$ cat config.mk
export PLATFORM = sky130hd
export DESIGN_NAME = instr_emit_flat
export DESIGN_NICKNAME = d
export VERILOG_FILES = /design/src/rtl/instr_emit_pkg.sv /design/src/rtl/instr_emit_if.sv /design/src/rtl/instr_emit_fifo.sv /design/src/rtl/instr_emit.sv /design/src/flat_wrapper.sv
export SDC_FILE = /design/constraint.sdc
export NUM_CORES = 1
export LEC_CHECK = 0
export CORE_UTILIZATION = 53
export CTS_CLUSTER_DIAMETER = 40
export DETAILED_ROUTE_END_ITERATION = 10
export GPL_TIMING_DRIVEN = 0
export HOLD_SLACK_MARGIN = 0.02
export PLACE_DENSITY = 0.86
export SLEW_MARGIN = 20
export SYNTH_ARGS = -nofsm -noshare
export SYNTH_HDL_FRONTEND = slang
export SYNTH_HIERARCHICAL = 1
export SYNTH_SLANG_ARGS = --single-unit
$ cat constraint.sdc
create_clock -name clk -period 2.8 [get_ports clk]
set_input_delay 0.56 -clock clk [delete_from_list [all_inputs] [get_ports clk]]
set_output_delay 0.56 -clock clk [all_outputs]
set_load 0.05 [all_outputs]
$ cat src/rtl/instr_emit_pkg.sv
// Shared widths, format/state encodings and the field-to-word packer for instr_emit.
package instr_emit_pkg;

  localparam int unsigned WORD_SIZE  = 16;
  localparam int unsigned NIB_SIZE   = 4;
  localparam int unsigned BYTE_SIZE  = 8;
  localparam int unsigned ADDR_WIDTH = 8;
  localparam int unsigned FIFO_DEPTH = 4;
  localparam int unsigned ALUOP_W    = 3;
  localparam int unsigned FMT_W      = 2;

  typedef enum logic [FMT_W-1:0] {
    FMT_R   = 2'd0,
    FMT_I   = 2'd1,
    FMT_S   = 2'd2,
    FMT_RSV = 2'd3
  } fmt_e;

  typedef enum logic [1:0] {
    ST_IDLE  = 2'd0,
    ST_RUN   = 2'd1,
    ST_DRAIN = 2'd2
  } state_e;

  typedef logic [WORD_SIZE-1:0] word_t;

  typedef struct packed {
    fmt_e                 fmt;
    logic                 isaluop;
    logic [ALUOP_W-1:0]   aluop;
    logic [NIB_SIZE-1:0]  opcode;
    logic [NIB_SIZE-1:0]  reg1;
    logic [NIB_SIZE-1:0]  reg2;
    logic [NIB_SIZE-1:0]  reg3;
    logic [BYTE_SIZE-1:0] bigval;
    logic [NIB_SIZE-1:0]  smallval;
  } instr_fields_t;

  // Pack decoded fields MSB-first; the reserved format falls back to the R layout.
  function automatic word_t encode_word(instr_fields_t f);
    logic [NIB_SIZE-1:0] op;
    word_t               w;
    op = f.isaluop ? {1'b1, f.aluop} : f.opcode;
    case (f.fmt)
      FMT_I:   w = {op, f.reg1, f.bigval};
      FMT_S:   w = {op, f.reg1, f.reg2, f.smallval};
      default: w = {op, f.reg1, f.reg2, f.reg3};
    endcase
    return w;
  endfunction

endpackage

$ cat src/rtl/instr_emit_if.sv
// Field-input handshake plus instruction-memory write port of instr_emit.
interface instr_emit_if;
  import instr_emit_pkg::*;

  logic                  in_valid;
  logic                  in_ready;
  logic [FMT_W-1:0]      fmt;
  logic                  isaluop;
  logic [ALUOP_W-1:0]    aluop;
  logic [NIB_SIZE-1:0]   opcode;
  logic [NIB_SIZE-1:0]   reg1;
  logic [NIB_SIZE-1:0]   reg2;
  logic [NIB_SIZE-1:0]   reg3;
  logic [BYTE_SIZE-1:0]  bigval;
  logic [NIB_SIZE-1:0]   smallval;

  logic                  mem_we;
  logic [ADDR_WIDTH-1:0] mem_addr;
  logic [WORD_SIZE-1:0]  mem_data;
  logic                  mem_ready;

  modport master (
    output in_valid, fmt, isaluop, aluop, opcode, reg1, reg2, reg3, bigval, smallval,
    output mem_ready,
    input  in_ready, mem_we, mem_addr, mem_data
  );

  modport slave (
    input  in_valid, fmt, isaluop, aluop, opcode, reg1, reg2, reg3, bigval, smallval,
    input  mem_ready,
    output in_ready, mem_we, mem_addr, mem_data
  );
endinterface

$ cat src/rtl/instr_emit_fifo.sv
// Synchronous FIFO buffering encoded words between field input and memory writes.
module instr_emit_fifo #(
  parameter int unsigned WIDTH = 16,
  parameter int unsigned DEPTH = 4
) (
  input  logic             clk,
  input  logic             rst_n,
  input  logic             push_i,
  input  logic             pop_i,
  input  logic [WIDTH-1:0] data_i,
  output logic [WIDTH-1:0] head_c,
  output logic             full_c,
  output logic             empty_c
);

  localparam int unsigned PTR_W = $clog2(DEPTH);
  localparam int unsigned CNT_W = PTR_W + 1;

  logic [WIDTH-1:0] mem_q [DEPTH];
  logic [CNT_W-1:0] wr_ptr_q;
  logic [CNT_W-1:0] rd_ptr_q;

  // Pointers carry one extra wrap bit so full and empty are distinguishable.
  always_ff @(posedge clk or negedge rst_n) begin
    if (!rst_n) begin
      wr_ptr_q <= '0;
      rd_ptr_q <= '0;
    end else begin
      if (push_i) wr_ptr_q <= wr_ptr_q + CNT_W'(1);
      if (pop_i)  rd_ptr_q <= rd_ptr_q + CNT_W'(1);
    end
  end

  always_ff @(posedge clk or negedge rst_n) begin
    if (!rst_n) begin
      mem_q <= '{default: '0};
    end else if (push_i) begin
      mem_q[wr_ptr_q[PTR_W-1:0]] <= data_i;
    end
  end

  assign empty_c = (wr_ptr_q == rd_ptr_q);
  assign full_c  = (wr_ptr_q[PTR_W] != rd_ptr_q[PTR_W]) &&
                   (wr_ptr_q[PTR_W-1:0] == rd_ptr_q[PTR_W-1:0]);
  assign head_c  = mem_q[rd_ptr_q[PTR_W-1:0]];

endmodule

$ cat src/rtl/instr_emit.sv
// Instruction encoder/writer: packs fields into words and streams them to consecutive addresses.
// Optional build macro INSTR_EMIT_CHECK_EN enables rejection of illegal words with an err pulse.
module instr_emit
  import instr_emit_pkg::*;
(
  input  logic                  clk,
  input  logic                  rst_n,
  input  logic                  start,
  input  logic [ADDR_WIDTH-1:0] base_addr,
  input  logic                  flush,
  instr_emit_if.slave           bus,
  output logic [ADDR_WIDTH:0]   count,
  output logic                  busy,
  output logic                  done,
  output logic                  err
);

  state_e                state_q;
  logic [ADDR_WIDTH-1:0] addr_q;
  logic [ADDR_WIDTH:0]   count_q;
  logic                  busy_q;
  logic                  done_q;
  logic                  err_q;

  instr_fields_t         fields_c;
  word_t                 enc_word_c;
  word_t                 fifo_head_c;
  logic                  fifo_full_c;
  logic                  fifo_empty_c;
  logic                  accept_c;
  logic                  reject_c;
  logic                  push_c;
  logic                  pop_c;

  always_comb begin
    fields_c          = '0;
    fields_c.fmt      = fmt_e'(bus.fmt);
    fields_c.isaluop  = bus.isaluop;
    fields_c.aluop    = bus.aluop;
    fields_c.opcode   = bus.opcode;
    fields_c.reg1     = bus.reg1;
    fields_c.reg2     = bus.reg2;
    fields_c.reg3     = bus.reg3;
    fields_c.bigval   = bus.bigval;
    fields_c.smallval = bus.smallval;
  end

  assign enc_word_c = encode_word(fields_c);

  assign bus.in_ready = (state_q == ST_RUN) && !fifo_full_c;
  assign accept_c     = bus.in_valid && bus.in_ready;

`ifdef INSTR_EMIT_CHECK_EN
  // Reserved format and non-ALU opcodes in the ALU range are consumed but dropped.
  assign reject_c = (fields_c.fmt == FMT_RSV) || (!fields_c.isaluop && fields_c.opcode[NIB_SIZE-1]);
`else
  assign reject_c = 1'b0;
`endif

  assign push_c = accept_c && !reject_c;

  assign bus.mem_we   = !fifo_empty_c && (state_q != ST_IDLE);
  assign pop_c        = bus.mem_we && bus.mem_ready;
  assign bus.mem_addr = addr_q;
  assign bus.mem_data = bus.mem_we ? fifo_head_c : '0;

  instr_emit_fifo #(
    .WIDTH (WORD_SIZE),
    .DEPTH (FIFO_DEPTH)
  ) u_fifo (
    .clk     (clk),
    .rst_n   (rst_n),
    .push_i  (push_c),
    .pop_i   (pop_c),
    .data_i  (enc_word_c),
    .head_c  (fifo_head_c),
    .full_c  (fifo_full_c),
    .empty_c (fifo_empty_c)
  );

  // Session FSM with write-address/count tracking; start wins over a simultaneous flush.
  always_ff @(posedge clk or negedge rst_n) begin
    if (!rst_n) begin
      state_q <= ST_IDLE;
      addr_q  <= '0;
      count_q <= '0;
      busy_q  <= 1'b0;
      done_q  <= 1'b0;
      err_q   <= 1'b0;
    end else begin
      done_q <= 1'b0;
      err_q  <= accept_c && reject_c;
      if (pop_c) begin
        addr_q  <= addr_q + ADDR_WIDTH'(1);
        count_q <= count_q + (ADDR_WIDTH + 1)'(1);
      end
      case (state_q)
        ST_IDLE: begin
          if (start) begin
            state_q <= ST_RUN;
            busy_q  <= 1'b1;
            addr_q  <= base_addr;
            count_q <= '0;
          end
        end
        ST_RUN: begin
          if (flush) state_q <= ST_DRAIN;
        end
        ST_DRAIN: begin
          if (fifo_empty_c) begin
            state_q <= ST_IDLE;
            busy_q  <= 1'b0;
            done_q  <= 1'b1;
          end
        end
        default: begin
          state_q <= ST_IDLE;
          busy_q  <= 1'b0;
        end
      endcase
    end
  end

  assign count = count_q;
  assign busy  = busy_q;
  assign done  = done_q;
  assign err   = err_q;

endmodule

$ cat src/flat_wrapper.sv
// flat-port wrapper written by rule: the top's interface ports become plain ports
module instr_emit_flat import instr_emit_pkg::*;
  (clk, rst_n, start, base_addr, flush, count, busy, done, err, bus_in_valid, bus_fmt, bus_isaluop, bus_aluop, bus_opcode, bus_reg1, bus_reg2, bus_reg3, bus_bigval, bus_smallval, bus_mem_ready, bus_in_ready, bus_mem_we, bus_mem_addr, bus_mem_data);
  instr_emit_if bus_i ();
  input  logic clk;
  input  logic rst_n;
  input  logic start;
  input  logic [ADDR_WIDTH-1:0] base_addr;
  input  logic flush;
  output logic [ADDR_WIDTH:0] count;
  output logic busy;
  output logic done;
  output logic err;
  input wire logic [$bits(bus_i.in_valid)-1:0] bus_in_valid;
  input wire logic [$bits(bus_i.fmt)-1:0] bus_fmt;
  input wire logic [$bits(bus_i.isaluop)-1:0] bus_isaluop;
  input wire logic [$bits(bus_i.aluop)-1:0] bus_aluop;
  input wire logic [$bits(bus_i.opcode)-1:0] bus_opcode;
  input wire logic [$bits(bus_i.reg1)-1:0] bus_reg1;
  input wire logic [$bits(bus_i.reg2)-1:0] bus_reg2;
  input wire logic [$bits(bus_i.reg3)-1:0] bus_reg3;
  input wire logic [$bits(bus_i.bigval)-1:0] bus_bigval;
  input wire logic [$bits(bus_i.smallval)-1:0] bus_smallval;
  input wire logic [$bits(bus_i.mem_ready)-1:0] bus_mem_ready;
  output wire logic [$bits(bus_i.in_ready)-1:0] bus_in_ready;
  output wire logic [$bits(bus_i.mem_we)-1:0] bus_mem_we;
  output wire logic [$bits(bus_i.mem_addr)-1:0] bus_mem_addr;
  output wire logic [$bits(bus_i.mem_data)-1:0] bus_mem_data;
  assign bus_i.in_valid = bus_in_valid;
  assign bus_i.fmt = bus_fmt;
  assign bus_i.isaluop = bus_isaluop;
  assign bus_i.aluop = bus_aluop;
  assign bus_i.opcode = bus_opcode;
  assign bus_i.reg1 = bus_reg1;
  assign bus_i.reg2 = bus_reg2;
  assign bus_i.reg3 = bus_reg3;
  assign bus_i.bigval = bus_bigval;
  assign bus_i.smallval = bus_smallval;
  assign bus_i.mem_ready = bus_mem_ready;
  assign bus_in_ready = bus_i.in_ready;
  assign bus_mem_we = bus_i.mem_we;
  assign bus_mem_addr = bus_i.mem_addr;
  assign bus_mem_data = bus_i.mem_data;
  instr_emit u_core (.clk(clk), .rst_n(rst_n), .start(start), .base_addr(base_addr), .flush(flush), .bus(bus_i), .count(count), .busy(busy), .done(done), .err(err));
endmodule
==> results.yml <==
setup_path:
  reg2reg_depth: 10
  endpoint_kind: "output pin"
  r2r-start: "u_core/u_fifo/rd_ptr_q[0]"
  path_class: "flop to output pin"
  critPathMaxFanout: 10
  timing.reg2reg.setup_slack_ns: 0.50
  start_kind: "flop"
  arrival_ns: 2.12
  worstPathRequired_ns: 2.24
  r2r_end: "u_core/u_fifo/mem_q[54]"
sta:
  rsz0062_at_grt: "no"
  layout_min_cycle_time_ns: 2.676
  fin_setup_tns_ns: 0
  worstMarginPinSlew_ns: 0.6165
  finalSetupViolCount: 0
  fin_skew_ns: 0.009704
  maxSlewHeadroom: 0.5890
  slew_violations: 0
  setup_slack_ns: 0.1244
  fin_crit_sh: 0.9556
  hold_viol_final: 0
  fmax_ghz: 0.3737
cts:
  cts_max_level: 3
  clk_path_buf_depth: 2
  root_buffer: "clkbuf_8"
  clock_latency_ns: 0.35
  cts_tree: "done"
  cts_hold_buf: 0
  cts.sinks: 91
  cts_made_buffers: 9
  path_clk_slew_ns: 0.09
logic_synthesis:
  synth-seq-area-share: 0.4912
  mappedNetlistArea_mm2: 0.004636
  synthArstFlopShare: 1.000
  avgSynthCellArea_um2: 13.55
  synth_edf_count: 0
  yosysWarnings: 6
  ys_ff_latch: 91
  synth-main-ff-cell: "dfrtp_1"
  postSynthCellCount: 342
  synthDistinctLibCells: 40
  synth_nets: 399
layout:
  fin_nets: 496
  drive_gt1_frac: 0.3070
  fill_cells: 578
  syn_to_final_growth_pct: 26.29
  antennaDiodeCount: 0
detailed_routing:
  ant_nets: 0
  firstDrtPassIters: 5
  drcViolationCount: 0
  vias: 3057
  routed_via_density: 5.578
  wirelength_mm: 9.728
  detail_route.wl_per_cell_um: 17.75
  dr.first_iter.drc_count: 98
status:
  status: "finished clean"
placement:
  pre_cts_slack_ns: -0.4934
  gp_congestion: 0.7871
  io_buffers: 84
  dp_hpwl_mm: 6.798
floorplan:
  floorplan.initialDensity: 0.5558
  die_h_um: 95.53
  ios: 86
  core_area_mm2: 0.008341
  fp.dieW_um: 95.53
  row_count: 33
  dieArea_mm2: 0.009125
power_and_ir_drop:
  p_comb_frac: 0.543
  p_leak_nw: 2.725
  power.density_mw_per_mm2: 1235
  vdd_drop_max_uv: 600.4
  p_int_mw: 4.250
  p_clk_frac: 0.141
  p_sw_mw: 2.981
  p_seq_frac: 0.316
  sw_frac_of_total: 0.4123
flow_run:
  drv_cap: 0
global_routing:
  grt_pass1_vias: 3211
  grt_pass1_wl_mm: 15.73
  grt_usage: 0.2318
  antenna_found_initial: 0
  gr-total-overflow: 0
  grt_max_degree: 49
min_path:
  worstHoldPathType: "input port to async pin"
## stage by stage
step           hold WS (ns)  cell area [um^2]  power, mW    util  instances
3_3_place_gp         0.4779              5613      6.067  0.6730        531
2_1_floorplan        0.2644              4641      5.066       -        342
6_report             0.2172              5854      7.231  0.7019        548
5_1_grt              0.2577              5854      7.608  0.7019        548
3_5_place_dp         0.4862              5630      6.226  0.6751        532
4_1_cts              0.2295              5822      7.198  0.6980        547
## how the worst max path moves through the flow
stage | cells after the start | slack, ns | startpoint | endpoint
2_1_floorplan | 8 | 0.13 | u_core/u_fifo/rd_ptr_q[0] | bus_mem_data[10]
3_3_place_gp | 1 | -1.95 | rst_n | u_core/u_fifo/mem_q[28]
3_5_place_dp | 9 | -0.49 | u_core/u_fifo/rd_ptr_q[0] | bus_mem_data[6]
4_1_cts | 8 | 0.001 | u_core/u_fifo/rd_ptr_q[0] | bus_mem_data[15]
5_1_grt | 8 | 0.002 | u_core/u_fifo/rd_ptr_q[0] | bus_mem_data[10]
6_report | 8 | 0.12 | u_core/u_fifo/rd_ptr_q[0] | bus_mem_data[1]
## power by group through the flow
stage	combinational, mW	sequential (mW)	clock (mW)
final	3.93	2.28	1.02
after global routing	4.17	2.35	1.09
after CTS	3.88	2.28	1.04
after detailed placement	3.94	2.29	0
after global placement	3.83	2.24	0
after floorplan	2.60	2.47	0
## flip-flops by register name (all words and copies together) (netlist names)
signal                  flops
u_core/bus.mem_addr         8
u_core/busy                 1
u_core/count                9
u_core/done                 1
u_core/state_q              2
u_core/u_fifo/mem_q        64
u_core/u_fifo/rd_ptr_q      3
u_core/u_fifo/wr_ptr_q      3
## kinds of logic (layout without fill, tap and decap cells)
group,Yosys count,after routing,synth area share
compound gates,31,31,0.04373
xor+xnor,20,20,0.03779
fa+ha+maj,9,9,0.02429
buf+inv,25,126,0.03590
flops,91,91,0.4912
mux,85,85,0.2669
other cells,1,1,0.0008089
simple gates,80,80,0.09932
## Yosys cell counts, drive strengths merged (5+ instances only)
cell,count,share of area
nand2,20,0.023
o21ai,15,0.016
a22oi,5,0.0081
xor2,17,0.032
inv,7,0.0057
dfrtp,91,0.49
mux4,16,0.084
and2,21,0.028
nand4,7,0.0094
ha,9,0.024
nor2,7,0.0057
mux2,68,0.18
nand3,9,0.0097
and3,5,0.0067
buf,14,0.027
## layer usage
layer / part of all wire / track usage / vias up
li1: - / - / 1424
met1: 0.42 / 0.2827 / 1519
met2: 0.52 / 0.4065 / 94
met3: 0.041 / 0.03429 / 20
met4: 0.020 / 0.1032 / 0
met5: 0 / 0 / -
## placed cells by master, fill, tap and decap left out, types with 2 or more instances in the layout
master / netlist / routed
or3_1: 2 / 2
clkdlybuf4s50_1: 0 / 65
o21ai_0: 14 / 14
mux4_2: 8 / 8
mux2_4: 19 / 19
xnor2_1: 3 / 3
and2_1: 21 / 21
inv_1: 7 / 7
bufinv_16: 0 / 3
clkbuf_8: 0 / 9
nand3_1: 9 / 9
nor3b_2: 1 / 3
nand4_1: 7 / 7
a22o_1: 4 / 4
nor2_1: 7 / 7
ha_1: 9 / 9
dfrtp_1: 91 / 91
buf_2: 5 / 5
buf_12: 1 / 2
and3_1: 5 / 5
nand2_4: 4 / 4
nor3_1: 2 / 2
buf_6: 5 / 9
or2_2: 2 / 2
a22oi_1: 5 / 5
mux2_2: 49 / 49
xor2_1: 17 / 16
mux4_1: 8 / 8
clkbuf_4: 0 / 5
clkbuf_1: 3 / 4
nand2_1: 16 / 16
a21oi_1: 3 / 3
buf_4: 3 / 14
## critical path, cell delays in order, from the launching register on
cell and delay (ns):
dfrtp_1 0.40, buf_6 0.13, buf_12 0.15, xor2_2 0.16
nor3b_2 0.20, o21ba_4 0.20, buf_4 0.17, and2_1 0.16
buf_2 0.20
## area by class of cell
type                            count  area (um^2)  area share
Buffer                             17        146.4     0.02501
Clock buffer                       10        127.6     0.02180
Clock inverter                      5        102.6     0.01753
Inverter                            7        26.28    0.004488
Multi-Input combinational cell    226         2210      0.3774
Sequential cell                    91         2277      0.3890
Tap cell                          105        131.4     0.02244
Timing Repair Buffer               87        833.3      0.1423
## timing repair
item | CTS | global route
setup buffers | 1 | 1
pin swaps | 1 | 1
setup endpoints to repair | 18 | 18
hold endpoints to repair | 0 | 0
gates resized for setup | 96 | 17
No activity file was read; power rests on OpenSTA's default activity.
